[src/rtl/branch_predictor_pkg.sv]
`default_nettype none
// +--------------------------------------------------------------------------+
// | branch_predictor_pkg: shared constants, update-action type and helpers    |
// | Rev 1.0 - initial release                                                 |
// +--------------------------------------------------------------------------+
package branch_predictor_pkg;

  localparam int PC_INC = 4;

  typedef enum logic [1:0] {
    UPD_NONE  = 2'd0,
    UPD_HIT   = 2'd1,
    UPD_ALLOC = 2'd2
  } upd_action_e;

  // Counter encodings; the MSB of the counter is the taken/not-taken decision.
  function automatic int cnt_weak_t(input int cnt_w);
    return 1 << (cnt_w - 1);
  endfunction

  function automatic int cnt_weak_nt(input int cnt_w);
    return (1 << (cnt_w - 1)) - 1;
  endfunction

  function automatic int cnt_max(input int cnt_w);
    return (1 << cnt_w) - 1;
  endfunction

endpackage : branch_predictor_pkg
`default_nettype wire

[src/rtl/bp_sat_counter.sv]
`default_nettype none
// +--------------------------------------------------------------------------+
// | bp_sat_counter: up/down saturating counter with init/max/weak-taken loads |
// | Rev 1.0 - initial release                                                 |
// +--------------------------------------------------------------------------+
module bp_sat_counter
  import branch_predictor_pkg::*;
#(
  parameter int CNT_W = 2
) (
  input  logic             clk,
  input  logic             rst_n,
  input  logic             init_en,
  input  logic             load_max,
  input  logic             load_wt,
  input  logic             step_en,
  input  logic             step_up,
  output logic [CNT_W-1:0] cnt
);

  localparam logic [CNT_W-1:0] c_cnt_max  = CNT_W'(cnt_max(CNT_W));
  localparam logic [CNT_W-1:0] c_cnt_wt   = CNT_W'(cnt_weak_t(CNT_W));
  localparam logic [CNT_W-1:0] c_cnt_wnt  = CNT_W'(cnt_weak_nt(CNT_W));
  localparam logic [CNT_W-1:0] c_cnt_one  = CNT_W'(1);

  logic [CNT_W-1:0] cnt_q;
  logic [CNT_W-1:0] cnt_d;

  // Load priority: init (flush) beats any same-cycle update.
  always_comb begin
    cnt_d = cnt_q;
    if (init_en) begin
      cnt_d = c_cnt_wnt;
    end else if (load_max) begin
      cnt_d = c_cnt_max;
    end else if (load_wt) begin
      cnt_d = c_cnt_wt;
    end else if (step_en) begin
      if (step_up) begin
        if (cnt_q != c_cnt_max) cnt_d = cnt_q + c_cnt_one;
      end else begin
        if (cnt_q != '0) cnt_d = cnt_q - c_cnt_one;
      end
    end
  end

  always_ff @(posedge clk or negedge rst_n) begin
    if (!rst_n) cnt_q <= c_cnt_wnt;
    else        cnt_q <= cnt_d;
  end

  assign cnt = cnt_q;

endmodule : bp_sat_counter
`default_nettype wire

[src/rtl/branch_predictor.sv]
`default_nettype none
// +--------------------------------------------------------------------------+
// | branch_predictor: direct-mapped counter/target table for IF prediction    |
// | Rev 1.0 - initial release                                                 |
// +--------------------------------------------------------------------------+
module branch_predictor
  import branch_predictor_pkg::*;
#(
  parameter int XLEN    = 32,
  parameter int ENTRIES = 16,
  parameter int CNT_W   = 2
) (
  input  logic            clk,
  input  logic            cpu_rst_n,
  input  logic            cpu_en,
  input  logic            flush_all,
  input  logic            lookup_en,
  input  logic [XLEN-1:0] if_pc,
  output logic            pred_hit,
  output logic            pred_taken,
  output logic [XLEN-1:0] pred_target,
  input  logic            upd_valid,
  input  logic [XLEN-1:0] upd_pc,
  input  logic            upd_is_jump,
  input  logic            upd_taken,
  input  logic [XLEN-1:0] upd_target,
  input  logic            upd_pred_taken,
  input  logic [XLEN-1:0] upd_pred_target,
  output logic            mispredict,
  output logic [XLEN-1:0] redirect_pc,
  output logic [31:0]     stat_lookups,
  output logic [31:0]     stat_mispredicts
);

  localparam int IDX_W = $clog2(ENTRIES);
  localparam int TAG_W = XLEN - IDX_W - 2;
  localparam logic [XLEN-1:0] c_pc_inc = XLEN'(PC_INC);

  logic             valid_q  [ENTRIES];
  logic             valid_d  [ENTRIES];
  logic [TAG_W-1:0] tag_q    [ENTRIES];
  logic [TAG_W-1:0] tag_d    [ENTRIES];
  logic [XLEN-1:0]  target_q [ENTRIES];
  logic [XLEN-1:0]  target_d [ENTRIES];
  logic             jump_q   [ENTRIES];
  logic             jump_d   [ENTRIES];
  logic [CNT_W-1:0] cnt_val  [ENTRIES];

  logic [ENTRIES-1:0] cnt_load_max;
  logic [ENTRIES-1:0] cnt_load_wt;
  logic [ENTRIES-1:0] cnt_step;

  logic [31:0] stat_lookups_q, stat_lookups_d;
  logic [31:0] stat_mispredicts_q, stat_mispredicts_d;

  logic [IDX_W-1:0] lk_idx, upd_idx;
  logic [TAG_W-1:0] lk_tag, upd_tag;
  logic             upd_hit;
  logic             do_upd;
  logic             do_flush;
  upd_action_e      upd_action;

  assign lk_idx  = if_pc[IDX_W+1:2];
  assign lk_tag  = if_pc[XLEN-1:IDX_W+2];
  assign upd_idx = upd_pc[IDX_W+1:2];
  assign upd_tag = upd_pc[XLEN-1:IDX_W+2];

  // Lookup reads registered state only, so a same-cycle update is not visible.
  assign pred_hit    = valid_q[lk_idx] && (tag_q[lk_idx] == lk_tag);
  assign pred_taken  = pred_hit && (jump_q[lk_idx] || cnt_val[lk_idx][CNT_W-1]);
  assign pred_target = pred_taken ? target_q[lk_idx] : (if_pc + c_pc_inc);

  assign mispredict  = upd_valid &&
                       ((upd_taken != upd_pred_taken) ||
                        (upd_taken && (upd_target != upd_pred_target)));
  assign redirect_pc = !upd_valid ? '0 :
                       (upd_taken ? upd_target : (upd_pc + c_pc_inc));

  assign do_flush = cpu_en && flush_all;
  assign do_upd   = cpu_en && upd_valid && !flush_all;
  assign upd_hit  = valid_q[upd_idx] && (tag_q[upd_idx] == upd_tag);

  always_comb begin
    upd_action = UPD_NONE;
    if (do_upd) begin
      if (upd_hit)        upd_action = UPD_HIT;
      else if (upd_taken) upd_action = UPD_ALLOC;
    end
  end

  always_comb begin
    valid_d      = valid_q;
    tag_d        = tag_q;
    target_d     = target_q;
    jump_d       = jump_q;
    cnt_load_max = '0;
    cnt_load_wt  = '0;
    cnt_step     = '0;
    if (do_flush) begin
      for (int i = 0; i < ENTRIES; i++) valid_d[i] = 1'b0;
    end else begin
      case (upd_action)
        UPD_HIT: begin
          if (upd_taken) target_d[upd_idx] = upd_target;
          jump_d[upd_idx]       = upd_is_jump;
          cnt_load_max[upd_idx] = upd_is_jump;
          cnt_step[upd_idx]     = !upd_is_jump;
        end
        UPD_ALLOC: begin
          valid_d[upd_idx]      = 1'b1;
          tag_d[upd_idx]        = upd_tag;
          target_d[upd_idx]     = upd_target;
          jump_d[upd_idx]       = upd_is_jump;
          cnt_load_max[upd_idx] = upd_is_jump;
          cnt_load_wt[upd_idx]  = !upd_is_jump;
        end
        default: ;
      endcase
    end
  end

  always_comb begin
    stat_lookups_d     = stat_lookups_q;
    stat_mispredicts_d = stat_mispredicts_q;
    if (cpu_en && lookup_en && (stat_lookups_q != '1))
      stat_lookups_d = stat_lookups_q + 32'd1;
    if (cpu_en && mispredict && (stat_mispredicts_q != '1))
      stat_mispredicts_d = stat_mispredicts_q + 32'd1;
  end

  always_ff @(posedge clk or negedge cpu_rst_n) begin
    if (!cpu_rst_n) begin
      for (int i = 0; i < ENTRIES; i++) begin
        valid_q[i]  <= 1'b0;
        tag_q[i]    <= '0;
        target_q[i] <= '0;
        jump_q[i]   <= 1'b0;
      end
      stat_lookups_q     <= '0;
      stat_mispredicts_q <= '0;
    end else begin
      valid_q            <= valid_d;
      tag_q              <= tag_d;
      target_q           <= target_d;
      jump_q             <= jump_d;
      stat_lookups_q     <= stat_lookups_d;
      stat_mispredicts_q <= stat_mispredicts_d;
    end
  end

  for (genvar gi = 0; gi < ENTRIES; gi++) begin : g_entry
    bp_sat_counter #(
      .CNT_W (CNT_W)
    ) u_cnt (
      .clk      (clk),
      .rst_n    (cpu_rst_n),
      .init_en  (do_flush),
      .load_max (cnt_load_max[gi]),
      .load_wt  (cnt_load_wt[gi]),
      .step_en  (cnt_step[gi]),
      .step_up  (upd_taken),
      .cnt      (cnt_val[gi])
    );
  end

  assign stat_lookups     = stat_lookups_q;
  assign stat_mispredicts = stat_mispredicts_q;

endmodule : branch_predictor
`default_nettype wire

[config.mk]
export PLATFORM = sky130hd
export DESIGN_NAME = branch_predictor
export DESIGN_NICKNAME = d
export VERILOG_FILES = /design/src/rtl/branch_predictor_pkg.sv /design/src/rtl/bp_sat_counter.sv /design/src/rtl/branch_predictor.sv
export SDC_FILE = /design/constraint.sdc
export NUM_CORES = 2
export LEC_CHECK = 0
export CORE_MARGIN = 5
export CORE_UTILIZATION = 55
export CTS_CLUSTER_SIZE = 25
export DETAILED_ROUTE_END_ITERATION = 16
export PLACE_DENSITY = 0.73
export SYNTH_ARGS = -nofsm -noshare
export SYNTH_HDL_FRONTEND = slang
export SYNTH_SLANG_ARGS = --single-unit
[constraint.sdc]
create_clock -name clk -period 5.4 [get_ports clk]
set_input_delay 0.54 -clock clk [delete_from_list [all_inputs] [get_ports clk]]
set_output_delay 0.54 -clock clk [all_outputs]
set_load 0.02 [all_outputs]
# Yosys cells after proc, flatten, opt, wreduce, memory -nomap -nowiden
# Cells that the tools add are included.
# word_totals
reg_bits	1056
wordCells	418
input_bits	137
output_inout_bits	131
# classes
reduce_logical	88
n_bitwise	6
mux	160
n_eq_ne	41
order_cmp	5
add_sub_neg	36
# op_table
cell	n
512-bit case mux with 2 select lines	1
512-bit bitwise mux	1
512-bit two-way mux	1
416-bit bitwise mux	1
2-bit two-way mux	117
26-bit binary-select mux with 4-bit select	2
32-bit two-way mux	6
26-bit two-way mux	5
32-bit binary-select mux with 4-bit select	1
32-bit demux with 4-bit select	1
16-bit two-way mux	8
26-bit demux with 4-bit select	1
5-bit by 1-bit != test with 1-bit output, second input constant	16
5-bit nonzero test	16
32-bit by 1-bit adder with 32-bit output, second input constant	2
32-bit by 3-bit adder with 32-bit output, second input constant	2
32-bit != test, second input constant	2
4-bit nonzero test	16
26-bit == test	2
3-bit AND reduction	17
2-bit nonzero test	18
2-bit != test, second input constant	17
2-bit by 1-bit adder with 2-bit output, second input constant	16
16-bit AND	2
22 further kinds	65

# Depth between registers and ports, before layout
# depth
depth_word	15
depth_mapped	22
depth_no_buf	17

# By module
# From an unflattened synthesis, not the netlist that was laid out.
# unflattened
cells_unflattened	3994
hier_area_um2	55507.0
# by_module_without_submodules
module	cells_each	instances	seq_area_each_um2	area_per_inst_um2
branch_predictor	3818	1	25624.6	53645.2
bp_sat_counter	11	16	51.3	116.4

# Worst setup path before layout
# No wires, ideal clock.
# synth_path
path_kind	in2reg
start	input port upd_pc[2]
end	register target_q[321] (netlist name)
cell_stages	20
required_ps	5275
path_slack_ps	346
path_buffers	7
setup_ps	125
arrival_ps	4929
cell_sequence	clkbuf_1 buf_4 buf_2 buf_2 mux4_2 mux2i_1 xnor2_1 nand2_1 o2111ai_1 nor3_1 and4bb_2 or2_2 ha_1 clkbuf_1 o21ai_0 nand2_1 clkbuf_1 nor2_1 clkbuf_1 mux2_2
# synth_between
elab_chain_cells	11
elab_cells_between_ends	24
classes_between	order compare: 2; eq/ne: 4; mux: 13; bitwise: 1; reduce/logical: 4
# synth_lines
item	line_no	text
start: declaration	branch_predictor.sv:23	input logic [XLEN-1:0] upd_pc,
4-bit NOT with 5-bit output (implied by the code) (*)	branch_predictor.sv:81, branch_predictor.sv:104, branch_predictor.sv:112	
26-bit binary-select mux with 4-bit select	branch_predictor.sv:81	assign upd_hit = valid_q[upd_idx] && (tag_q[upd_idx] == upd_tag);
26-bit two-way mux (implied by the code) (2 in series)	branch_predictor.sv:81	
26-bit == test	branch_predictor.sv:81	
1-bit logical AND	branch_predictor.sv:81	
2-bit two-way mux	branch_predictor.sv:86	if (upd_hit) upd_action = UPD_HIT;
2-bit two-way mux	branch_predictor.sv:85	if (do_upd) begin
2-bit by 1-bit == test with 1-bit output or 2-bit == test (tied branches)	branch_predictor.sv:102	case (upd_action)
2-bit != test (no source line) or 2-bit nonzero test (tied branches)	n/a	
3-bit AND reduction (no source line)	n/a	
end signal: assignment	branch_predictor.sv:144	target_q <= target_d;
end: declaration	branch_predictor.sv:43	logic [XLEN-1:0] target_q [ENTRIES];
# Every way passes the cells marked *; elsewhere a longest branch is shown, timed or not. The select of a mux whose other input is x is not followed.
# A chain may end at the register's enable or synchronous reset.

# Worst setup path in the final report
# layout_path
start	input port if_pc[3]
end	output port pred_target[11]
# layout_between
elab_chain_cells	8
elab_cells_between_ends	22
classes_between	add/sub: 1; eq/ne: 1; mux: 16; bitwise: 1; reduce/logical: 3
# layout_lines
item	line_no	text
start: declaration	branch_predictor.sv:18	input logic [XLEN-1:0] if_pc,
4-bit NOT with 5-bit output (implied by the code)	branch_predictor.sv:69, branch_predictor.sv:70, branch_predictor.sv:71	
26-bit binary-select mux with 4-bit select	branch_predictor.sv:69	assign pred_hit = valid_q[lk_idx] && (tag_q[lk_idx] == lk_tag);
26-bit two-way mux (implied by the code) (2 in series)	branch_predictor.sv:69	
26-bit == test	branch_predictor.sv:69	
1-bit logical AND	branch_predictor.sv:69	
1-bit logical AND	branch_predictor.sv:70	assign pred_taken = pred_hit && (jump_q[lk_idx] || cnt_val[lk_idx][CNT_W-1]);
32-bit two-way mux (*)	branch_predictor.sv:71	assign pred_target = pred_taken ? target_q[lk_idx] : (if_pc + c_pc_inc);
end: declaration	branch_predictor.sv:21	output logic [XLEN-1:0] pred_target,
# Marks and branches as above.

==> results.tsv <==
stage	metric	value	unit
status	status	completed	
cells_and_area	final_cells	5862	
place	port_buffers	267	
cts	clkTransAtPathRegs	0.07	ns
power_and_ir_drop	peakVddDrop	0.250	mV
power_and_ir_drop	p_leak	0.0296	µW
cells_and_area	area_growth	17.0	%
job	drv_cap	0	
cts	cts-resized-gates	0	
timing	rsz0062_at_grt	no	
synthesis	netlist.area_leader.share	46.4	%
place	dp.cells	5649	
hold_path	hold_depth	3	
die	start_util	55.2	%
synthesis	ys_ff_latch	1056	
synthesis	synth_cell_types	71	
setup_path	cp-start-kind	input port	
route	num_vias	38300	
setup_path	r2r_start	tag_q[226]	
cts	cts_tree	yes	
synthesis	syn_nets	4291	
synthesis	synthTopCellsByArea	dfrtp_1, mux2_2, mux4_2, clkbuf_1, xnor2_1	
timing	period_share	97.0	%
die	dieArea	0.108	mm²
route	via_per_inst	6.53	
global_routing	antenna_found_initial	7	
synthesis	synth_common_cells	dfrtp_1, mux2_2, mux4_2	
timing	finalHoldViolations	0	
hold_path	hp-class	input port to flip-flop	
cts	cts_inserted_buffers	113	
timing	fmax	191	MHz
cts	htreeDepth	3	
synthesis	yosysTopAreaCell	dfrtp_1	
synthesis	yosysMostFrequentCell	dfrtp_1	
timing	slew_violations	0	
setup_path	arrival	4.70	ns
route	wl_per_cell	28.6	µm
synthesis	synthCells	4145	
timing	finalSetupViolations	0	
timing	finalClockSkew	0.0420	ns
setup_path	reg2reg_depth	15	
setup_path	critical_path_class	input port to primary output	
hold_path	hp-start	upd_taken	
route	ant_nets	0	
die	rows	117	
setup_path	regToRegEndpoint	target_q[442]	
cts	cts_root_buffer	clkbuf_16	
hold_path	min_to	g_entry[14].u_cnt.cnt[1]	
global_routing	grt_max_degree	168	
setup_path	end_kind	primary output	
setup_path	crit_fanout	56	
cells_and_area	fin_nets	4543	
synthesis	avgSynthCellArea	13.5	µm²
die	die_h	329	µm
cts	clock_latency	0.71	ns
die	pin_count	268	
timing	slew_headroom	14.9	%
synthesis	synth_edf_count	0	
synthesis	async_flop_share	100	%
die	coreArea	0.101	mm²
cts	post_cts_buffers	0	
global_routing	grt_pass1_wl	253000	µm
route	routed_wl	167000	µm
setup_path	regToRegSetupSlack	0.42	ns
timing	hold_slack	0.480	ns
route	drt_pass1_iterations	5	
cts	cts_buffer_depth	3	
route	drtIter0Drc	3958	
global_routing	grt_overflow_total	0	
timing	period_needed	5.24	ns
global_routing	grt_use_total	30.9	%
power_and_ir_drop	p_per_area	306	mW/mm²
synthesis	ys.flop_type	dfrtp_1	
timing	setup_ws	0.164	ns
setup_path	worstSetupStartpoint	if_pc[3]	
die	fp.dieW	329	µm
synthesis	ys_seq_area_share	47.2	%
place	dpl.hpwl	113000	µm
cts	clock_sinks	1056	
place	dp_slack	-0.384	ns
timing	worst_pin_slew	1.27	ns
synthesis	syn_area	0.0560	mm²
place	routabilityCongestion	0.978	
global_routing	grt_pass1_vias	38900	
cells_and_area	drive_gt1_share	41.7	%
synthesis	synth_warnings	0	
setup_path	required	4.86	ns
route	drc	0	
-- how the worst max path moves through the flow --
| stage | endpoint | slack (ns) |
|---|---|---|
| 5_1_grt | target_q[55] | 0.12 |
| 6_report | pred_target[11] | 0.16 |
| 3_5_place_dp | target_q[435] | -0.38 |
| 2_1_floorplan | target_q[321] | 0.35 |
| 3_3_place_gp | target_q[62] | -0.38 |
| 4_1_cts | target_q[59] | 0.35 |
-- where the power goes --
part           total, µW  leakage (µW)  switching [µW]  internal (µW)
Combinational       2930        0.0133            1450           1480
Clock               8150       0.00193            3310           4850
Sequential          8950        0.0144             466           8490
-- state kept, by name, indices dropped and copies added, names as in the netlist --
signal,count
target_q,512
valid_q,16
stat_lookups,32
stat_mispredicts,32
g_entry.u_cnt.cnt,32
jump_q,16
tag_q,416
-- cell families after synthesis --
family | share of synthesized area [%]
buffers and inverters | 3.16
muxes | 36.3
DFF | 47.2
AOI/OAI and AO/OA | 4.03
xor gates and xnor gates | 3.33
adders and majority gates | 0.201
and+or+nand+nor | 5.77
-- what timing repair did --
action | 4_1_cts | 5_1_grt
endpoints found under the setup margin | 0 | 0
hold endpoints to repair | 71 | 0
hold buffers | 1 | 0
-- area by class of cell --
class                   count  area [µm²]
well taps                1368        1710
flip-flops and latches   1056       26400
inverters                  31         119
repair buffers            529        5320
multi-input cells        2666       28000
clock buffers             167        3340
fillers                  7333       35900
diodes                      3        7.51
clock inverters            42         594
-- through the flow --
stage | util [%] | total power (µW) | instance area [µm²] | setup TNS (ns)
finish | 64.6 | 20000 | 65600 | 0
global route | 64.6 | 20700 | 65600 | 0
CTS | 64.6 | 20100 | 65600 | 0
detailed placement | 60.7 | 12000 | 61600 | -82.77
global placement | 60.7 | 11900 | 61600 | -88.47
floorplan | - | 10800 | 56000 | 0
-- worst max-delay path: stages --
cell and delay, ns:
buf_8 0.46, buf_4 0.35, mux2_2 0.36, o22ai_1 0.21, nor3_1 0.10, a2111o_1 0.34, o21ai_0 0.55, and4b_1 0.32
nand3_2 0.11, buf_12 0.21, mux2_1 0.45, clkdlybuf4s50_1 0.60
-- placed cells by master (no fill, tap or decap), types with 28 or more instances in the layout --
| cell | synthesis | routed |
|---|---|---|
| a21oi_1 | 71 | 71 |
| a31oi_1 | 32 | 32 |
| and2_1 | 47 | 47 |
| buf_12 | 0 | 55 |
| buf_4 | 15 | 210 |
| clkbuf_16 | 0 | 113 |
| clkbuf_8 | 0 | 32 |
| clkdlybuf4s50_1 | 0 | 254 |
| dfrtp_1 | 1040 | 1040 |
| inv_1 | 30 | 30 |
| mux2_2 | 950 | 950 |
| mux2i_1 | 103 | 103 |
| mux4_2 | 364 | 364 |
| nand2_1 | 173 | 170 |
| nand3_1 | 68 | 67 |
| nand4_1 | 31 | 31 |
| nor2_1 | 130 | 102 |
| nor2_4 | 1 | 29 |
| nor3_1 | 50 | 50 |
| o21ai_0 | 98 | 98 |
| or3_1 | 28 | 28 |
| xnor2_1 | 124 | 124 |
| xor2_1 | 89 | 89 |
-- per-layer routing --
layer | vias to the layer above | GRT usage (%) | wire (µm)
met5 | - | 0 | 27
met4 | 4 | 11.2 | 7100
met3 | 390 | 7.58 | 15100
met2 | 1835 | 47.5 | 76800
met1 | 20200 | 43.4 | 68400
li1 | 15900 | - | -
Power figures use the tool's default switching activity.
